$ cat config.mk
export PLATFORM = sky130hd
export DESIGN_NAME = ex_mem_skid_flat
export DESIGN_NICKNAME = d
export VERILOG_FILES = /design/src/rtl/ex_mem_skid_if.sv /design/src/rtl/ex_mem_skid.sv /design/src/flat_wrapper.sv
export SDC_FILE = /design/constraint.sdc
export NUM_CORES = 1
export LEC_CHECK = 0
export CORE_ASPECT_RATIO = 0.5
export CORE_MARGIN = 5
export CORE_UTILIZATION = 25
export CTS_CLUSTER_SIZE = 30
export DETAILED_ROUTE_END_ITERATION = 16
export PLACE_DENSITY_LB_ADDON = 0.08
export SLEW_MARGIN = 20
export SYNTH_ARGS = -nofsm -noshare
export SYNTH_HDL_FRONTEND = slang
export SYNTH_SLANG_ARGS = --single-unit
export TNS_END_PERCENT = 20
$ cat constraint.sdc
create_clock -name clk -period 1.7 [get_ports clk]
set_input_delay 0.255 -clock clk [delete_from_list [all_inputs] [get_ports clk]]
set_output_delay 0.255 -clock clk [all_outputs]
set_load 0.01 [all_outputs]
$ cat src/rtl/ex_mem_skid_if.sv
// Execute-to-memory stage bundle: instruction fields and ALU flags in, head-entry fields out.
// master = the environment (execute + memory stages), slave = the ex_mem_skid stage.
interface ex_mem_skid_if #(
    parameter int DATA_W     = 32,
    parameter int REG_ADDR_W = 5
);
    logic                  in_valid;
    logic                  in_ready;
    logic [DATA_W-1:0]     alu_result;
    logic                  alu_zero;
    logic                  alu_overflow;
    logic                  trap_en;
    logic                  branch;
    logic                  reg_write;
    logic                  mem_read;
    logic                  mem_write;
    logic [REG_ADDR_W-1:0] rd_addr;
    logic [DATA_W-1:0]     store_data;
    logic [DATA_W-1:0]     pc;
    logic                  flush;

    logic                  out_valid;
    logic                  out_ready;
    logic [DATA_W-1:0]     out_result;
    logic [REG_ADDR_W-1:0] out_rd_addr;
    logic [DATA_W-1:0]     out_store_data;
    logic [DATA_W-1:0]     out_pc;
    logic                  out_reg_write;
    logic                  out_mem_read;
    logic                  out_mem_write;
    logic                  out_branch_taken;
    logic                  out_exc;
    logic                  exc_pending;
    logic [DATA_W-1:0]     exc_pc;

    modport master (
        output in_valid, alu_result, alu_zero, alu_overflow, trap_en, branch,
               reg_write, mem_read, mem_write, rd_addr, store_data, pc, flush,
               out_ready,
        input  in_ready, out_valid, out_result, out_rd_addr, out_store_data, out_pc,
               out_reg_write, out_mem_read, out_mem_write, out_branch_taken, out_exc,
               exc_pending, exc_pc
    );

    modport slave (
        input  in_valid, alu_result, alu_zero, alu_overflow, trap_en, branch,
               reg_write, mem_read, mem_write, rd_addr, store_data, pc, flush,
               out_ready,
        output in_ready, out_valid, out_result, out_rd_addr, out_store_data, out_pc,
               out_reg_write, out_mem_read, out_mem_write, out_branch_taken, out_exc,
               exc_pending, exc_pc
    );
endinterface

$ cat src/rtl/ex_mem_skid.sv
// EX/MEM stage: 2-entry skid buffer capturing ALU results, resolving branches and trapping overflow.
// Latency: 1 cycle from accept to head when empty or draining; 1 instr/cycle with out_ready high.
// Backpressure: in_ready is registered from internal state (plus flush); EX_MEM_SKID_STATS_EN adds counters.
module ex_mem_skid #(
    parameter int DATA_W     = 32,
    parameter int REG_ADDR_W = 5
) (
    input  logic        clk,
    input  logic        rst,
`ifdef EX_MEM_SKID_STATS_EN
    output logic [31:0] stall_cycles,
    output logic [31:0] retired,
`endif
    ex_mem_skid_if.slave bus
);

    typedef enum logic [1:0] {
        EMPTY = 2'd0,
        ONE   = 2'd1,
        FULL  = 2'd2
    } state_t;

    typedef struct packed {
        logic [DATA_W-1:0]     result;
        logic [REG_ADDR_W-1:0] rd_addr;
        logic [DATA_W-1:0]     store_data;
        logic [DATA_W-1:0]     pc;
        logic                  reg_write;
        logic                  mem_read;
        logic                  mem_write;
        logic                  branch_taken;
        logic                  exc;
    } entry_t;

    state_t            state_q;
    state_t            state_nxt;
    entry_t            head_q;
    entry_t            skid_q;
    entry_t            cap;
    logic              rdy_q;
    logic              exc_pending_q;
    logic              exc_pending_nxt;
    logic [DATA_W-1:0] exc_pc_q;

    logic              head_vld;
    logic              accept;
    logic              deq;
    logic              head_ld;
    logic              head_from_skid;
    logic              skid_ld;

    // Trap gating happens at capture so downstream never sees side effects of a trapping op.
    always_comb begin
        cap              = '0;
        cap.exc          = bus.alu_overflow && bus.trap_en;
        cap.result       = bus.alu_result;
        cap.rd_addr      = bus.rd_addr;
        cap.store_data   = bus.store_data;
        cap.pc           = bus.pc;
        cap.reg_write    = bus.reg_write && !cap.exc;
        cap.mem_read     = bus.mem_read  && !cap.exc;
        cap.mem_write    = bus.mem_write && !cap.exc;
        cap.branch_taken = bus.branch && bus.alu_zero && !cap.exc;
    end

    assign head_vld     = (state_q != EMPTY);
    assign bus.in_ready = rdy_q && !bus.flush;
    assign accept       = bus.in_valid && bus.in_ready;
    assign deq          = head_vld && bus.out_ready;

    always_comb begin
        state_nxt      = state_q;
        head_ld        = 1'b0;
        head_from_skid = 1'b0;
        skid_ld        = 1'b0;
        unique case (state_q)
            EMPTY: begin
                if (accept) begin
                    head_ld   = 1'b1;
                    state_nxt = ONE;
                end
            end
            ONE: begin
                if (accept && deq) begin
                    head_ld = 1'b1;
                end else if (accept) begin
                    skid_ld   = 1'b1;
                    state_nxt = FULL;
                end else if (deq) begin
                    state_nxt = EMPTY;
                end
            end
            FULL: begin
                if (deq) begin
                    head_from_skid = 1'b1;
                    state_nxt      = ONE;
                end
            end
            default: state_nxt = EMPTY;
        endcase
        // accept is already blocked by flush, so only the state needs overriding.
        if (bus.flush) begin
            state_nxt      = EMPTY;
            head_from_skid = 1'b0;
        end
    end

    always_comb begin
        exc_pending_nxt = exc_pending_q;
        if (bus.flush) begin
            exc_pending_nxt = 1'b0;
        end else if (accept && cap.exc) begin
            exc_pending_nxt = 1'b1;
        end
    end

    always_ff @(posedge clk) begin
        if (rst) begin
            state_q       <= EMPTY;
            rdy_q         <= 1'b1;
            exc_pending_q <= 1'b0;
            exc_pc_q      <= '0;
        end else begin
            state_q       <= state_nxt;
            rdy_q         <= (state_nxt != FULL) && !exc_pending_nxt;
            exc_pending_q <= exc_pending_nxt;
            if (accept && cap.exc) begin
                exc_pc_q <= bus.pc;
            end
        end
    end

    always_ff @(posedge clk) begin
        if (rst) begin
            head_q <= '0;
            skid_q <= '0;
        end else begin
            if (head_ld) begin
                head_q <= cap;
            end else if (head_from_skid) begin
                head_q <= skid_q;
            end
            if (skid_ld) begin
                skid_q <= cap;
            end
        end
    end

    assign bus.out_valid        = head_vld;
    assign bus.out_result       = head_q.result;
    assign bus.out_rd_addr      = head_q.rd_addr;
    assign bus.out_store_data   = head_q.store_data;
    assign bus.out_pc           = head_q.pc;
    assign bus.out_reg_write    = head_q.reg_write;
    assign bus.out_mem_read     = head_q.mem_read;
    assign bus.out_mem_write    = head_q.mem_write;
    assign bus.out_branch_taken = head_q.branch_taken;
    assign bus.out_exc          = head_q.exc;
    assign bus.exc_pending      = exc_pending_q;
    assign bus.exc_pc           = exc_pc_q;

`ifdef EX_MEM_SKID_STATS_EN
    // Counters survive flush so they reflect the whole run since reset.
    always_ff @(posedge clk) begin
        if (rst) begin
            stall_cycles <= '0;
            retired      <= '0;
        end else begin
            if (head_vld && !bus.out_ready) begin
                stall_cycles <= stall_cycles + 32'd1;
            end
            if (deq) begin
                retired <= retired + 32'd1;
            end
        end
    end
`else
    // Statistics counters are not built in this configuration.
`endif

endmodule

$ cat src/flat_wrapper.sv
// flat-port wrapper written by rule: the top's interface ports become plain ports
module ex_mem_skid_flat 
#(
    parameter int DATA_W     = 32,
    parameter int REG_ADDR_W = 5
)
  (clk, rst, bus_in_valid, bus_alu_result, bus_alu_zero, bus_alu_overflow, bus_trap_en, bus_branch, bus_reg_write, bus_mem_read, bus_mem_write, bus_rd_addr, bus_store_data, bus_pc, bus_flush, bus_out_ready, bus_in_ready, bus_out_valid, bus_out_result, bus_out_rd_addr, bus_out_store_data, bus_out_pc, bus_out_reg_write, bus_out_mem_read, bus_out_mem_write, bus_out_branch_taken, bus_out_exc, bus_exc_pending, bus_exc_pc);
  ex_mem_skid_if #(.DATA_W(DATA_W), .REG_ADDR_W(REG_ADDR_W)) bus_i ();
  input  logic clk;
  input  logic rst;
  input wire logic [$bits(bus_i.in_valid)-1:0] bus_in_valid;
  input wire logic [$bits(bus_i.alu_result)-1:0] bus_alu_result;
  input wire logic [$bits(bus_i.alu_zero)-1:0] bus_alu_zero;
  input wire logic [$bits(bus_i.alu_overflow)-1:0] bus_alu_overflow;
  input wire logic [$bits(bus_i.trap_en)-1:0] bus_trap_en;
  input wire logic [$bits(bus_i.branch)-1:0] bus_branch;
  input wire logic [$bits(bus_i.reg_write)-1:0] bus_reg_write;
  input wire logic [$bits(bus_i.mem_read)-1:0] bus_mem_read;
  input wire logic [$bits(bus_i.mem_write)-1:0] bus_mem_write;
  input wire logic [$bits(bus_i.rd_addr)-1:0] bus_rd_addr;
  input wire logic [$bits(bus_i.store_data)-1:0] bus_store_data;
  input wire logic [$bits(bus_i.pc)-1:0] bus_pc;
  input wire logic [$bits(bus_i.flush)-1:0] bus_flush;
  input wire logic [$bits(bus_i.out_ready)-1:0] bus_out_ready;
  output wire logic [$bits(bus_i.in_ready)-1:0] bus_in_ready;
  output wire logic [$bits(bus_i.out_valid)-1:0] bus_out_valid;
  output wire logic [$bits(bus_i.out_result)-1:0] bus_out_result;
  output wire logic [$bits(bus_i.out_rd_addr)-1:0] bus_out_rd_addr;
  output wire logic [$bits(bus_i.out_store_data)-1:0] bus_out_store_data;
  output wire logic [$bits(bus_i.out_pc)-1:0] bus_out_pc;
  output wire logic [$bits(bus_i.out_reg_write)-1:0] bus_out_reg_write;
  output wire logic [$bits(bus_i.out_mem_read)-1:0] bus_out_mem_read;
  output wire logic [$bits(bus_i.out_mem_write)-1:0] bus_out_mem_write;
  output wire logic [$bits(bus_i.out_branch_taken)-1:0] bus_out_branch_taken;
  output wire logic [$bits(bus_i.out_exc)-1:0] bus_out_exc;
  output wire logic [$bits(bus_i.exc_pending)-1:0] bus_exc_pending;
  output wire logic [$bits(bus_i.exc_pc)-1:0] bus_exc_pc;
  assign bus_i.in_valid = bus_in_valid;
  assign bus_i.alu_result = bus_alu_result;
  assign bus_i.alu_zero = bus_alu_zero;
  assign bus_i.alu_overflow = bus_alu_overflow;
  assign bus_i.trap_en = bus_trap_en;
  assign bus_i.branch = bus_branch;
  assign bus_i.reg_write = bus_reg_write;
  assign bus_i.mem_read = bus_mem_read;
  assign bus_i.mem_write = bus_mem_write;
  assign bus_i.rd_addr = bus_rd_addr;
  assign bus_i.store_data = bus_store_data;
  assign bus_i.pc = bus_pc;
  assign bus_i.flush = bus_flush;
  assign bus_i.out_ready = bus_out_ready;
  assign bus_in_ready = bus_i.in_ready;
  assign bus_out_valid = bus_i.out_valid;
  assign bus_out_result = bus_i.out_result;
  assign bus_out_rd_addr = bus_i.out_rd_addr;
  assign bus_out_store_data = bus_i.out_store_data;
  assign bus_out_pc = bus_i.out_pc;
  assign bus_out_reg_write = bus_i.out_reg_write;
  assign bus_out_mem_read = bus_i.out_mem_read;
  assign bus_out_mem_write = bus_i.out_mem_write;
  assign bus_out_branch_taken = bus_i.out_branch_taken;
  assign bus_out_exc = bus_i.out_exc;
  assign bus_exc_pending = bus_i.exc_pending;
  assign bus_exc_pc = bus_i.exc_pc;
  ex_mem_skid #(.DATA_W(DATA_W), .REG_ADDR_W(REG_ADDR_W)) u_core (.clk(clk), .rst(rst), .bus(bus_i));
endmodule
# Word level (Yosys, flattened, before mapping)
# Index checks and enable logic that the tools add are counted.
[totals] register_bits=248 in_bits=113
[classes] n_reduce_logical=18 n_eq_ne=3 mux=19
[ops] op="$mux W106" count=2
[ops] op="$logic_and A1 B1 Y1" count=12
[ops] op="$mux W2" count=6
[ops] op="$mux W1" count=9
[ops] op="$pmux W2 S3" count=1
[ops] op="$reduce_bool A2 Y1" count=2
[ops] op="$logic_not A1 Y1" count=3
[ops] op="$eq A2 B1 Y1 const B" count=1
[ops] op="$eq A2 B2 Y1 const B" count=1
[ops] op="$logic_not A2 Y1" count=1
[ops] op="$ne A2 B2 Y1 const B" count=1
[ops] op="$pmux W1 S2" count=1

# Longest topological paths before layout
[logic_depth] word_depth=9 depth_mapped=7 mapped_depth_nobuf=3

# Worst setup path after synthesis
# No wires, ideal clock.
[synth_timing] path_kind="register to register" startpoint="register u_core.state_q[0]" endpoint="register u_core.skid_q[1] (netlist name)" path_buffers=2 setup_time_ps=70 path_slack_ps=318 stages_incl_launch_ff=6 arrival_time_ps=1311 path_cell_list="dfxtp_1 > nand2b_4 > buf_6 > buf_6 > or4_1 > a21oi_1"
[synth_between] elab_chain_len=5 elab_cells_between_ends=6
[synth_lines] item="from (decl)" line="ex_mem_skid.sv:35" source="state_t state_q;"
[synth_lines] item="from (signal assigned)" line="ex_mem_skid.sv:124" source="state_q <= state_nxt;"
[synth_lines] item="$reduce_bool A2 Y1" line="ex_mem_skid.sv:66" source="assign head_vld = (state_q != EMPTY);"
[synth_lines] item="$logic_and A1 B1 Y1" line="ex_mem_skid.sv:69" source="assign deq = head_vld && bus.out_ready;"
[synth_lines] item="$logic_and A1 B1 Y1" line="ex_mem_skid.sv:84" source="if (accept && deq) begin"
[synth_lines] item="$mux W1" line="ex_mem_skid.sv:84"
[synth_lines] item="$mux W1 (*)" line="ex_mem_skid.sv:76" source="unique case (state_q)"
[synth_lines] item="to (signal assigned)" line="ex_mem_skid.sv:144" source="skid_q <= cap;"
[synth_lines] item="to (decl)" line="ex_mem_skid.sv:38" source="entry_t skid_q;"
# Mark *: on every way between the ends. The rest lies on a longest branch, timed or not.
# A chain may end at the register's enable or synchronous reset.

# Worst setup path in the final report
[layout_timing] startpoint="register u_core.exc_pc_q[5], in the netlist u_core.bus.exc_pc[5]" endpoint="output port bus_exc_pc[5]"
[layout_rtl] item="from (decl)" line="ex_mem_skid.sv:43" source="logic [DATA_W-1:0] exc_pc_q;"
[layout_rtl] item="from (signal assigned)" line="ex_mem_skid.sv:128" source="exc_pc_q <= bus.pc;"
[layout_rtl] item="to (decl)" line="flat_wrapper.sv:37" source="output wire logic [$bits(bus_i.exc_pc)-1:0] bus_exc_pc;"
# No word-level cell between the ends.

==> flow_summary.yaml <==
global_route:
  overflow: 0
  track_usage_pct: 16.1
  grt_first_pass_wirelength_um: 59900
  grt_max_degree: 48
  antenna_found_initial: 1
  grt_pass1_vias: 10400
power_and_ir_drop:
  power_per_cell_area_nw_per_um2: 954
  seqPwrFrac_pct: 43.5
  power.total_uw: 14100
  peakVddDrop_mv: 0.666
  p_sw_uw: 3470
  comb_power_share_pct: 12.1
  p_int_uw: 10700
  netSwitchingFraction_pct: 24.5
  p_leak_uw: 0.00584
  clkPwrFrac_pct: 44.4
cts:
  cts.sinks: 248
  ctsResizeCount: 99
  clk_pin_slew_worst_paths_ns: 0.06
  cts_root_buf: "clkbuf_16"
  cts_tree: "built"
  cts_buffers: 26
  cts_buffer_depth: 3
  post-cts-setup-buffers: 0
  cts_hold_buf: 0
  clk_latency_ns: 0.53
  cts-htree-levels: 1
setup_path:
  r2r_slack_ns: 0.20
  critPathKind: "reg2out"
  cp_num_cells: 1
  worst_setup_path_end_kind: "primary output"
  cp_data_arrival_time_ns: 1.41
  critPathLaunchType: "flip-flop"
  cp_top_family: "buffers and inverters"
  critPathMaxFanout: 2
  cpPeakStageDelay_ns: 0.55
  cp_cell_sequence: "clkdlybuf4s50_1"
  ff2ff_path_depth: 4
  crit_buf_inv: 1
  slowest_stage: "clkdlybuf4s50_1"
  cp_data_required_time_ns: 1.44
finish:
  fill_cells: 4158
  final_cell_mix: "245 x dfxtp_1, 214 x nand2_1, 138 x o21ai_0, 138 x a21oi_1, 134 x nand3_1"
  area_delta_synth_final_pct: 44.7
  mostFrequentLayoutCell: "dfxtp_1"
  drive_above_1_share_pct: 10.2
  utilization_pct: 36.6
  fin_nets: 1596
synthesis:
  synth_xor_area_share_pct: 0
  synthDistinctLibCells: 31
  synth-compound-area-share_pct: 23.5
  synth.area.mux_share_pct: 0
  yosys_warnings: 0
  seq_area_frac_synth_pct: 48.4
  synth-seq-cells: 248
  netlist_instances: 1261
  synth_nets: 1374
  avgSynthCellArea_um2: 8.13
  yosys.area_share.simple_pct: 21.0
  synth_area_um2: 10200
  synth_top_family_by_area: "compound AO/OA/AOI/OAI gates"
  synthAdderAreaFrac_pct: 0
placed_design:
  gp_congestion: 0.774
  post-dp-hpwl_um: 25500
  port_buffers: 253
  pre_cts_ws_ns: -0.309
hold_path:
  hp-class: "in2reg"
  whs_path_depth: 2
sta:
  fin_crit_sh_pct: 97.6
  period_minus_slack_ns: 1.66
  fmax_ghz: 0.602
  hold_slack_ns: 0.145
  finalClockSkew_ns: 0.0107
  drv_slew: 0
  hold_viol: 0
  max_slew_margin_pct: 68.1
  fin_ws_ns: 0.0400
  tightest_slew_ns: 0.479
  rsz0062_at_grt: "false"
  finalSetupViolCount: 0
detailed_routing:
  wirelength_um: 38000
  vias_per_cell: 5.04
  num_vias: 10300
  drt_iter0_markers: 791
  wire_per_inst_um: 18.6
  postRouteAntennaNets: 0
  drc: 0
  drt-pass1-iter-count: 5
floorplan:
  initial_utilization_pct: 25.3
  core-area_um2: 40500
  die-area_um2: 45400
  die_h_um: 153
  placementRows: 52
  dieWidth_um: 296
  ios: 254
run_status:
  status: "finished, final reports clean"
job:
  maxCapViolations: 0
## cell usage after synthesis (all sizes together)
| cell type | number | area [um2] |
|---|---|---|
| o31a | 1 | 8.76 |
| o21a | 2 | 15.0 |
| nor3 | 103 | 515 |
| or2 | 1 | 6.26 |
| clkbuf | 73 | 274 |
| nand2b | 2 | 20.0 |
| nor2b | 2 | 12.5 |
| dfxtp | 248 | 4960 |
| a311oi | 107 | 968 |
| nand4 | 3 | 18.8 |
| buf | 76 | 442 |
| a21oi | 138 | 691 |
| nand3b | 1 | 7.51 |
| and2 | 1 | 6.26 |
| nand4bb | 2 | 22.5 |
| nand3 | 134 | 671 |
| nand2 | 215 | 815 |
| and3b | 1 | 8.76 |
| o41ai | 1 | 8.76 |
| and4bb | 2 | 25.0 |
| nor2 | 5 | 18.8 |
| a211oi | 3 | 22.5 |
| a21boi | 1 | 7.51 |
| or4 | 1 | 7.51 |
| o21ai | 138 | 691 |
## area by class of cell
cell class	count	area [um2]	share of cell area [%]
clock buffer	36	790	5.33
antenna	1	2.50	0.0169
multi-input combinational	864	4610	31.1
sequential	248	4970	33.5
tap	540	676	4.56
clock inverter	10	150	1.01
timing repair buffer	343	3620	24.4
## path summary, 6_finish.rpt
| check | from | endpoint |
|---|---|---|
| worst max-delay path | u_core.bus.exc_pc[5] | bus_exc_pc[5] |
| worst min-delay path | rst | u_core.skid_q[28] |
| worst max register to register | u_core.state_q[1] | u_core.bus.out_pc[4] |
| worst min register to register | u_core.skid_q[26] | u_core.bus.out_pc[21] |
## per-stage QoR
step           area [um2]  setup TNS (ns)  cells
2_1_floorplan       10200               0   1261
3_3_place_gp        13900          -40.55   1995
3_5_place_dp        13900          -49.90   1995
4_1_cts             14700               0   2041
5_1_grt             14800               0   2042
6_report            14800               0   2042
## power groups by stage
stage / logic (uW) / clock network [uW] / registers (uW)
finish: 1710 / 6280 / 6150
detailed placement: 1830 / 0 / 6290
global route: 1850 / 6750 / 6170
floorplan: 612 / 0 / 6340
global placement: 1830 / 0 / 6290
CTS: 1740 / 6520 / 6160
## cell families after synthesis
family / after synthesis
simple gates: 473
compound gates: 391
flops: 248
buf+inv: 149
## per-layer routing
layer	part of all wire [%]	track usage, %	vias up
met2	51	28.8	206
met5	0	0	-
met4	2.0	3.66	0
li1	-	-	5006
met3	3.5	2.03	49
met1	44	20.8	5026
## flip-flops by register name, indices dropped and copies added (netlist names)
name and flops:
u_core.bus.out_rd_addr 5, u_core.bus.exc_pc 32, u_core.bus.out_pc 32, u_core.bus.out_exc 1, u_core.state_q 2, u_core.skid_q 106, u_core.bus.out_mem_write 1, u_core.bus.out_mem_read 1
u_core.bus.out_store_data 32, u_core.bus.exc_pending 1, u_core.bus.out_reg_write 1, u_core.rdy_q 1, u_core.bus.out_result 32, u_core.bus.out_branch_taken 1
## worst reg2reg max path: stages, from the launching register on
cell and delay (ns):
dfxtp_2 0.41, and4bb_4 0.34, buf_4 0.27, nand2_1 0.08
a311oi_1 0.30
(Power assumes the default switching activity.)
